## src/rtl/mips_multicycle_core.sv

```systemverilog
`default_nettype none
// ============================================================================
// Module   : mips_multicycle_core -- multi-cycle MIPS32 subset core, req/ready memory ports
// Options  : define MIPS_MC_TRAP_EN to trap on illegal instructions (else NOP)
// Revision : 1.0
// ============================================================================
module mips_multicycle_core #(
    parameter logic [31:0] RESET_PC = 32'h0000_0000,
    parameter int          MEM_AW   = 32,
    parameter int          COUNT_W  = 32
) (
    input  logic               clk,
    input  logic               rst,
    output logic               imem_req,
    output logic [MEM_AW-1:0]  imem_addr,
    input  logic [31:0]        imem_rdata,
    input  logic               imem_ready,
    output logic               dmem_req,
    output logic               dmem_we,
    output logic [MEM_AW-1:0]  dmem_addr,
    output logic [31:0]        dmem_wdata,
    input  logic [31:0]        dmem_rdata,
    input  logic               dmem_ready,
    output logic [31:0]        pc_out,
    output logic [2:0]         state_out,
    output logic [COUNT_W-1:0] retired,
    output logic               trap
);

    typedef enum logic [2:0] {
        S_FETCH  = 3'd0,
        S_DECODE = 3'd1,
        S_EXEC   = 3'd2,
        S_MEM    = 3'd3,
        S_WB     = 3'd4,
        S_TRAP   = 3'd5
    } state_t;

    typedef enum logic [2:0] {
        ALU_ADD = 3'd0,
        ALU_SUB = 3'd1,
        ALU_AND = 3'd2,
        ALU_OR  = 3'd3,
        ALU_SLT = 3'd4
    } alu_op_t;

    localparam logic [5:0] OP_RTYPE = 6'h00;
    localparam logic [5:0] OP_J     = 6'h02;
    localparam logic [5:0] OP_BEQ   = 6'h04;
    localparam logic [5:0] OP_ADDI  = 6'h08;
    localparam logic [5:0] OP_LW    = 6'h23;
    localparam logic [5:0] OP_SW    = 6'h2B;

    localparam logic [5:0] F_ADD = 6'h20;
    localparam logic [5:0] F_SUB = 6'h22;
    localparam logic [5:0] F_AND = 6'h24;
    localparam logic [5:0] F_OR  = 6'h25;
    localparam logic [5:0] F_SLT = 6'h2A;

    state_t             r_state;
    logic [31:0]        r_pc;
    logic [31:0]        r_ir;
    logic [31:0]        r_a;
    logic [31:0]        r_b;
    logic [31:0]        r_imm;
    logic [31:0]        r_aluout;
    logic [31:0]        r_mdr;
    logic [COUNT_W-1:0] r_retired;
    logic [31:0]        r_regs [32];

    logic [5:0]  w_op;
    logic [5:0]  w_funct;
    logic [4:0]  w_rs;
    logic [4:0]  w_rt;
    logic [4:0]  w_rd;
    logic        w_legal;
    logic        w_use_imm;
    alu_op_t     w_alu_op;
    logic [31:0] w_alu_b;
    logic [31:0] w_alu_y;
    logic [4:0]  w_wb_dst;
    logic [31:0] w_wb_data;
    logic        w_wb_en;

    assign w_op    = r_ir[31:26];
    assign w_rs    = r_ir[25:21];
    assign w_rt    = r_ir[20:16];
    assign w_rd    = r_ir[15:11];
    assign w_funct = r_ir[5:0];

    always_comb begin
        w_legal   = 1'b1;
        w_use_imm = 1'b0;
        w_alu_op  = ALU_ADD;
        case (w_op)
            OP_RTYPE: begin
                case (w_funct)
                    F_ADD:   w_alu_op = ALU_ADD;
                    F_SUB:   w_alu_op = ALU_SUB;
                    F_AND:   w_alu_op = ALU_AND;
                    F_OR:    w_alu_op = ALU_OR;
                    F_SLT:   w_alu_op = ALU_SLT;
                    default: w_legal  = 1'b0;
                endcase
            end
            OP_ADDI, OP_LW, OP_SW: w_use_imm = 1'b1;
            OP_BEQ, OP_J:          w_use_imm = 1'b0;
            default:               w_legal   = 1'b0;
        endcase
    end

    // The one shared ALU: register-register ops, addi and address generation
    assign w_alu_b = w_use_imm ? r_imm : r_b;

    always_comb begin
        w_alu_y = r_a + w_alu_b;
        case (w_alu_op)
            ALU_ADD: w_alu_y = r_a + w_alu_b;
            ALU_SUB: w_alu_y = r_a - w_alu_b;
            ALU_AND: w_alu_y = r_a & w_alu_b;
            ALU_OR:  w_alu_y = r_a | w_alu_b;
            ALU_SLT: w_alu_y = {31'd0, $signed(r_a) < $signed(w_alu_b)};
            default: w_alu_y = r_a + w_alu_b;
        endcase
    end

    assign w_wb_dst  = (w_op == OP_RTYPE) ? w_rd : w_rt;
    assign w_wb_data = (w_op == OP_LW) ? r_mdr : r_aluout;
    assign w_wb_en   = (r_state == S_WB) && (w_wb_dst != 5'd0);

    always_ff @(posedge clk) begin
        if (!rst) begin
            for (int i = 0; i < 32; i++) begin
                r_regs[i] <= '0;
            end
        end else if (w_wb_en) begin
            r_regs[w_wb_dst] <= w_wb_data;
        end
    end

    always_ff @(posedge clk) begin
        if (!rst) begin
            r_state   <= S_FETCH;
            r_pc      <= RESET_PC;
            r_ir      <= '0;
            r_a       <= '0;
            r_b       <= '0;
            r_imm     <= '0;
            r_aluout  <= '0;
            r_mdr     <= '0;
            r_retired <= '0;
        end else begin
            case (r_state)
                S_FETCH: begin
                    if (imem_ready) begin
                        r_ir    <= imem_rdata;
                        r_pc    <= r_pc + 32'd4;
                        r_state <= S_DECODE;
                    end
                end
                S_DECODE: begin
                    r_a     <= r_regs[w_rs];
                    r_b     <= r_regs[w_rt];
                    r_imm   <= {{16{r_ir[15]}}, r_ir[15:0]};
                    r_state <= S_EXEC;
                end
                S_EXEC: begin
                    if (!w_legal) begin
`ifdef MIPS_MC_TRAP_EN
                        r_state <= S_TRAP;
`else
                        r_retired <= r_retired + COUNT_W'(1);
                        r_state   <= S_FETCH;
`endif
                    end else begin
                        case (w_op)
                            OP_BEQ: begin
                                // r_pc already points past the branch
                                if (r_a == r_b) begin
                                    r_pc <= r_pc + {r_imm[29:0], 2'b00};
                                end
                                r_retired <= r_retired + COUNT_W'(1);
                                r_state   <= S_FETCH;
                            end
                            OP_J: begin
                                r_pc      <= {r_pc[31:28], r_ir[25:0], 2'b00};
                                r_retired <= r_retired + COUNT_W'(1);
                                r_state   <= S_FETCH;
                            end
                            OP_LW, OP_SW: begin
                                r_aluout <= w_alu_y;
                                r_state  <= S_MEM;
                            end
                            default: begin
                                r_aluout <= w_alu_y;
                                r_state  <= S_WB;
                            end
                        endcase
                    end
                end
                S_MEM: begin
                    if (dmem_ready) begin
                        if (w_op == OP_LW) begin
                            r_mdr   <= dmem_rdata;
                            r_state <= S_WB;
                        end else begin
                            r_retired <= r_retired + COUNT_W'(1);
                            r_state   <= S_FETCH;
                        end
                    end
                end
                S_WB: begin
                    r_retired <= r_retired + COUNT_W'(1);
                    r_state   <= S_FETCH;
                end
                S_TRAP: r_state <= S_TRAP;
                default: r_state <= S_FETCH;
            endcase
        end
    end

`ifdef MIPS_MC_TRAP_EN
    logic r_trap;

    always_ff @(posedge clk) begin
        if (!rst) begin
            r_trap <= 1'b0;
        end else if ((r_state == S_EXEC) && !w_legal) begin
            r_trap <= 1'b1;
        end
    end

    assign trap = r_trap;
`else
    assign trap = 1'b0;
`endif

    // Requests come straight from state but are held off while reset is low
    assign imem_req   = rst && (r_state == S_FETCH);
    assign dmem_req   = rst && (r_state == S_MEM);
    assign dmem_we    = dmem_req && (w_op == OP_SW);
    assign imem_addr  = r_pc[MEM_AW-1:0];
    assign dmem_addr  = r_aluout[MEM_AW-1:0];
    assign dmem_wdata = r_b;
    assign pc_out     = r_pc;
    assign state_out  = r_state;
    assign retired    = r_retired;

endmodule
`default_nettype wire

```

## config.mk

```make
export PLATFORM = sky130hd
export DESIGN_NAME = mips_multicycle_core
export DESIGN_NICKNAME = d
export VERILOG_FILES = /design/src/rtl/mips_multicycle_core.sv
export SDC_FILE = /design/constraint.sdc
export NUM_CORES = 2
export LEC_CHECK = 0
export BUFFER_PORTS_ARGS = -buffer_cell sky130_fd_sc_hd__buf_2
export CAP_MARGIN = 0
export CORE_MARGIN = 4
export CORE_UTILIZATION = 55
export DETAILED_ROUTE_END_ITERATION = 16
export PLACE_DENSITY = 0.84
export SYNTH_ARGS = -nofsm -noshare
export SYNTH_HDL_FRONTEND = slang
export SYNTH_SLANG_ARGS = --single-unit
```

## constraint.sdc

```tcl
create_clock -name clk -period 9.6 [get_ports clk]
set_input_delay 1.92 -clock clk [delete_from_list [all_inputs] [get_ports clk]]
set_output_delay 1.92 -clock clk [all_outputs]
set_load 0.005 [all_outputs]
```

==> reports/metrics.yaml <==
outcome: "complete, no violations"
netlist_area_um2: 68900
final_common_cell: "nor2_1"
path_buf_inv: 2
grt_util_met2_pct: 55.0
synth.distinct_cells: 95
num_rows: 129
vias: 52852
pin_count: 235
post_cts_resized: 0
rsz0062_at_grt: "no"
hold_viol: 0
critPathTopFamily: "simple AND/OR/NAND/NOR gates"
drc: 0
met3_usage_pct: 14.1
cp-start-kind: "input port"
use_met1_pct: 43.6
dp_cells: 6967
grt_pass1_wl_um: 344000
root_buffer: "clkbuf_16"
yosys_warnings: 0
required_ns: 10.00
grt_max_degree: 136
pwr-share-clk_pct: 39.0
die_x_um: 362
clockBufferDepth: 3
power.internal_mw: 9.77
overflow: 0
area_growth_pct: 9.64
p_comb_share_pct: 13.5
finalSetupTns_ns: 0
holdWs_ns: 0.475
drv_cap: 0
cts_setup_buffers: 0
port_buffers: 229
relSlewSlack_pct: 3.73
detailed_place_hpwl_um: 147000
p_seq_share_pct: 47.4
worst_slew_pin_slew_ns: 1.41
max_freq_mhz: 155
vias_per_cell: 7.32
nNetsFinal: 5666
cts_tree: "yes"
finalSetupViolations: 0
ant_nets: 0
finalPower_mw: 13.4
dr.pass1.iters: 8
critPathKind: "input port to register"
mostFrequentLayoutCells: "nor2_1, edfxtp_1, mux4_2"
slowest_stage: "nand2_2"
netlist_instances: 5491
endpoint_kind: "register"
ys_dominant_reg_cell: "edfxtp_1"
fin_worst_skew_ns: 0.0402
core_area_um2: 124000
start_util_pct: 55.5
final_layout_size_suffix_gt1_share_pct: 23.1
grt_pass1_vias: 51927
power_leakage_nw: 24.8
finalCritPeriodShare_pct: 67.1
worstPathArrival_ns: 6.84
final_period_minus_worst_setup_slack_ns: 6.44
power.switching_mw: 3.61
crit_path_max_fanout: 70
dieArea_um2: 131000
wl_um: 237000
instances_no_fill: 7225
powerDensity_nw_per_um2: 177
avgSynthCellArea_um2: 12.5
synth_edf_count: 1024
top_usage_layer: "met2"
dieHeight_um: 362
async_flop_share_pct: 0
switching_share_pct: 27.0
ir_drop_mv: 0.211
antenna_found_initial: 17
synth_seq_cells: 1265
h-tree-depth: 4
slew_violations: 0
seq_area_frac_synth_pct: 51.6
drtIter0Drc: 9880
path_clk_slew_ns: 0.06
detail_route.wl_per_cell_um: 32.8
path_cells: "buf_4, inv_8, nor3_1, nor3b_2, nand2_1, nand2_2"
ctsHoldBuffers: 0
cp_slowest_stage_delay_ns: 1.10
gp_congestion: 1.00
fillers: 8819
cts_buffers: 134
clock_latency_ns: 0.81
track_usage_pct: 35.9
cts_sinks: 1265
hold_path_class: "register to register"
==> worst paths after layout <==
kind,from,slack (ns),cells past startpoint,endpoint
hold reg to reg,r_mdr[17]$_SDFFE_PN0P_,0.47,2,r_mdr[17]$_SDFFE_PN0P_
setup reg to reg,r_ir[28]$_SDFFE_PN0P_,4.24,7,r_regs[20][25]$_SDFFCE_PN0P_
hold / removal,r_mdr[17]$_SDFFE_PN0P_,0.47,2,r_mdr[17]$_SDFFE_PN0P_
setup / recovery,rst,3.16,6,r_regs[23][22]$_SDFFCE_PN0P_
==> per-stage QoR <==
step / utilization, % / setup slack, ns / instance area, um^2
4_1_cts: 60.8 / 3.53 / 75500
3_3_place_gp: 57.4 / 3.09 / 71200
6_report: 60.9 / 3.16 / 75500
3_5_place_dp: 57.4 / 2.85 / 71200
5_1_grt: 60.8 / 3.10 / 75500
2_1_floorplan: - / 4.86 / 69000
==> Yosys cell counts, drive strengths merged (11+ instances only) <==
master | number | area share [%]
a221oi | 11 | 0.15
nand2 | 344 | 1.9
o21bai | 14 | 0.15
xor2 | 42 | 0.53
a21oi | 244 | 1.8
a21o | 45 | 0.49
dfxtp | 241 | 7.0
or3 | 15 | 0.14
and3 | 23 | 0.21
nand4 | 39 | 0.38
ha | 128 | 2.3
and2 | 18 | 0.16
nor4 | 16 | 0.17
o22ai | 19 | 0.17
nand3 | 61 | 0.44
buf | 202 | 1.6
inv | 116 | 0.63
nor2b | 18 | 0.17
edfxtp | 1024 | 45
clkbuf | 323 | 1.8
mux4 | 640 | 21
xnor2 | 76 | 0.97
nand2b | 19 | 0.17
o21ai | 146 | 1.1
o221ai | 15 | 0.19
mux2 | 14 | 0.23
nor3 | 50 | 0.39
o211ai | 23 | 0.26
a31oi | 28 | 0.25
nor2 | 1223 | 6.7
a211oi | 100 | 1.1
o31ai | 12 | 0.13
mux2i | 104 | 1.5
==> flip-flops by register name (all words and copies together) (netlist names) <==
register,cells
r_regs,1024
dmem_addr,32
dmem_wdata,32
r_a,32
r_ir,32
r_mdr,32
retired,32
imem_addr,30
r_imm,16
state_out,3
==> per-layer routing <==
| layer | vias up | share of wire (%) |
|---|---|---|
| met1 | 25650 | 31 |
| li1 | 20528 | - |
| met4 | 10 | 7.1 |
| met2 | 5418 | 45 |
| met5 | - | 0.048 |
| met3 | 1246 | 17 |
==> worst min-delay path: stages, from the launching register on <==
cell     delay, ns
dfxtp_1       0.32
nand2_1       0.05
a21oi_1       0.05
==> cell type report <==
cell class	instances	area (um^2)	area share [%]
diodes	14	35.0	0.0464
clock buffers	178	3680	4.88
clock inverters	65	596	0.788
inverters	116	443	0.586
multi-input cells	3621	31200	41.3
flip-flops and latches	1265	35600	47.1
well taps	1637	2050	2.71
repair buffers	329	1960	2.59
==> cell families (layout without fill, tap and decap cells) <==
kind of cell             count (synthesis)  count (layout)  share of synthesized area, %
flip-flops                            1265            1265                          51.6
other                                    1              51                       0.00544
AND/OR/NAND/NOR                       1855            1855                          11.2
multiplexers                           758             758                          22.7
AO/OA/AOI/OAI                          722             722                          6.65
buffers and inverters                  641             688                          3.97
XOR/XNOR                               118             118                          1.50
adder cells (fa/ha/maj)                131             131                          2.41
==> power groups by stage <==
stage | combinational (mW) | sequential [mW] | clock, mW
2_1_floorplan | 1.20 | 6.30 | 0
3_3_place_gp | 1.67 | 6.39 | 0
3_5_place_dp | 1.71 | 6.43 | 0
4_1_cts | 1.73 | 6.33 | 5.19
5_1_grt | 1.88 | 6.35 | 5.44
6_report | 1.81 | 6.34 | 5.22
Note: power is estimated with default switching activity, not from simulation.
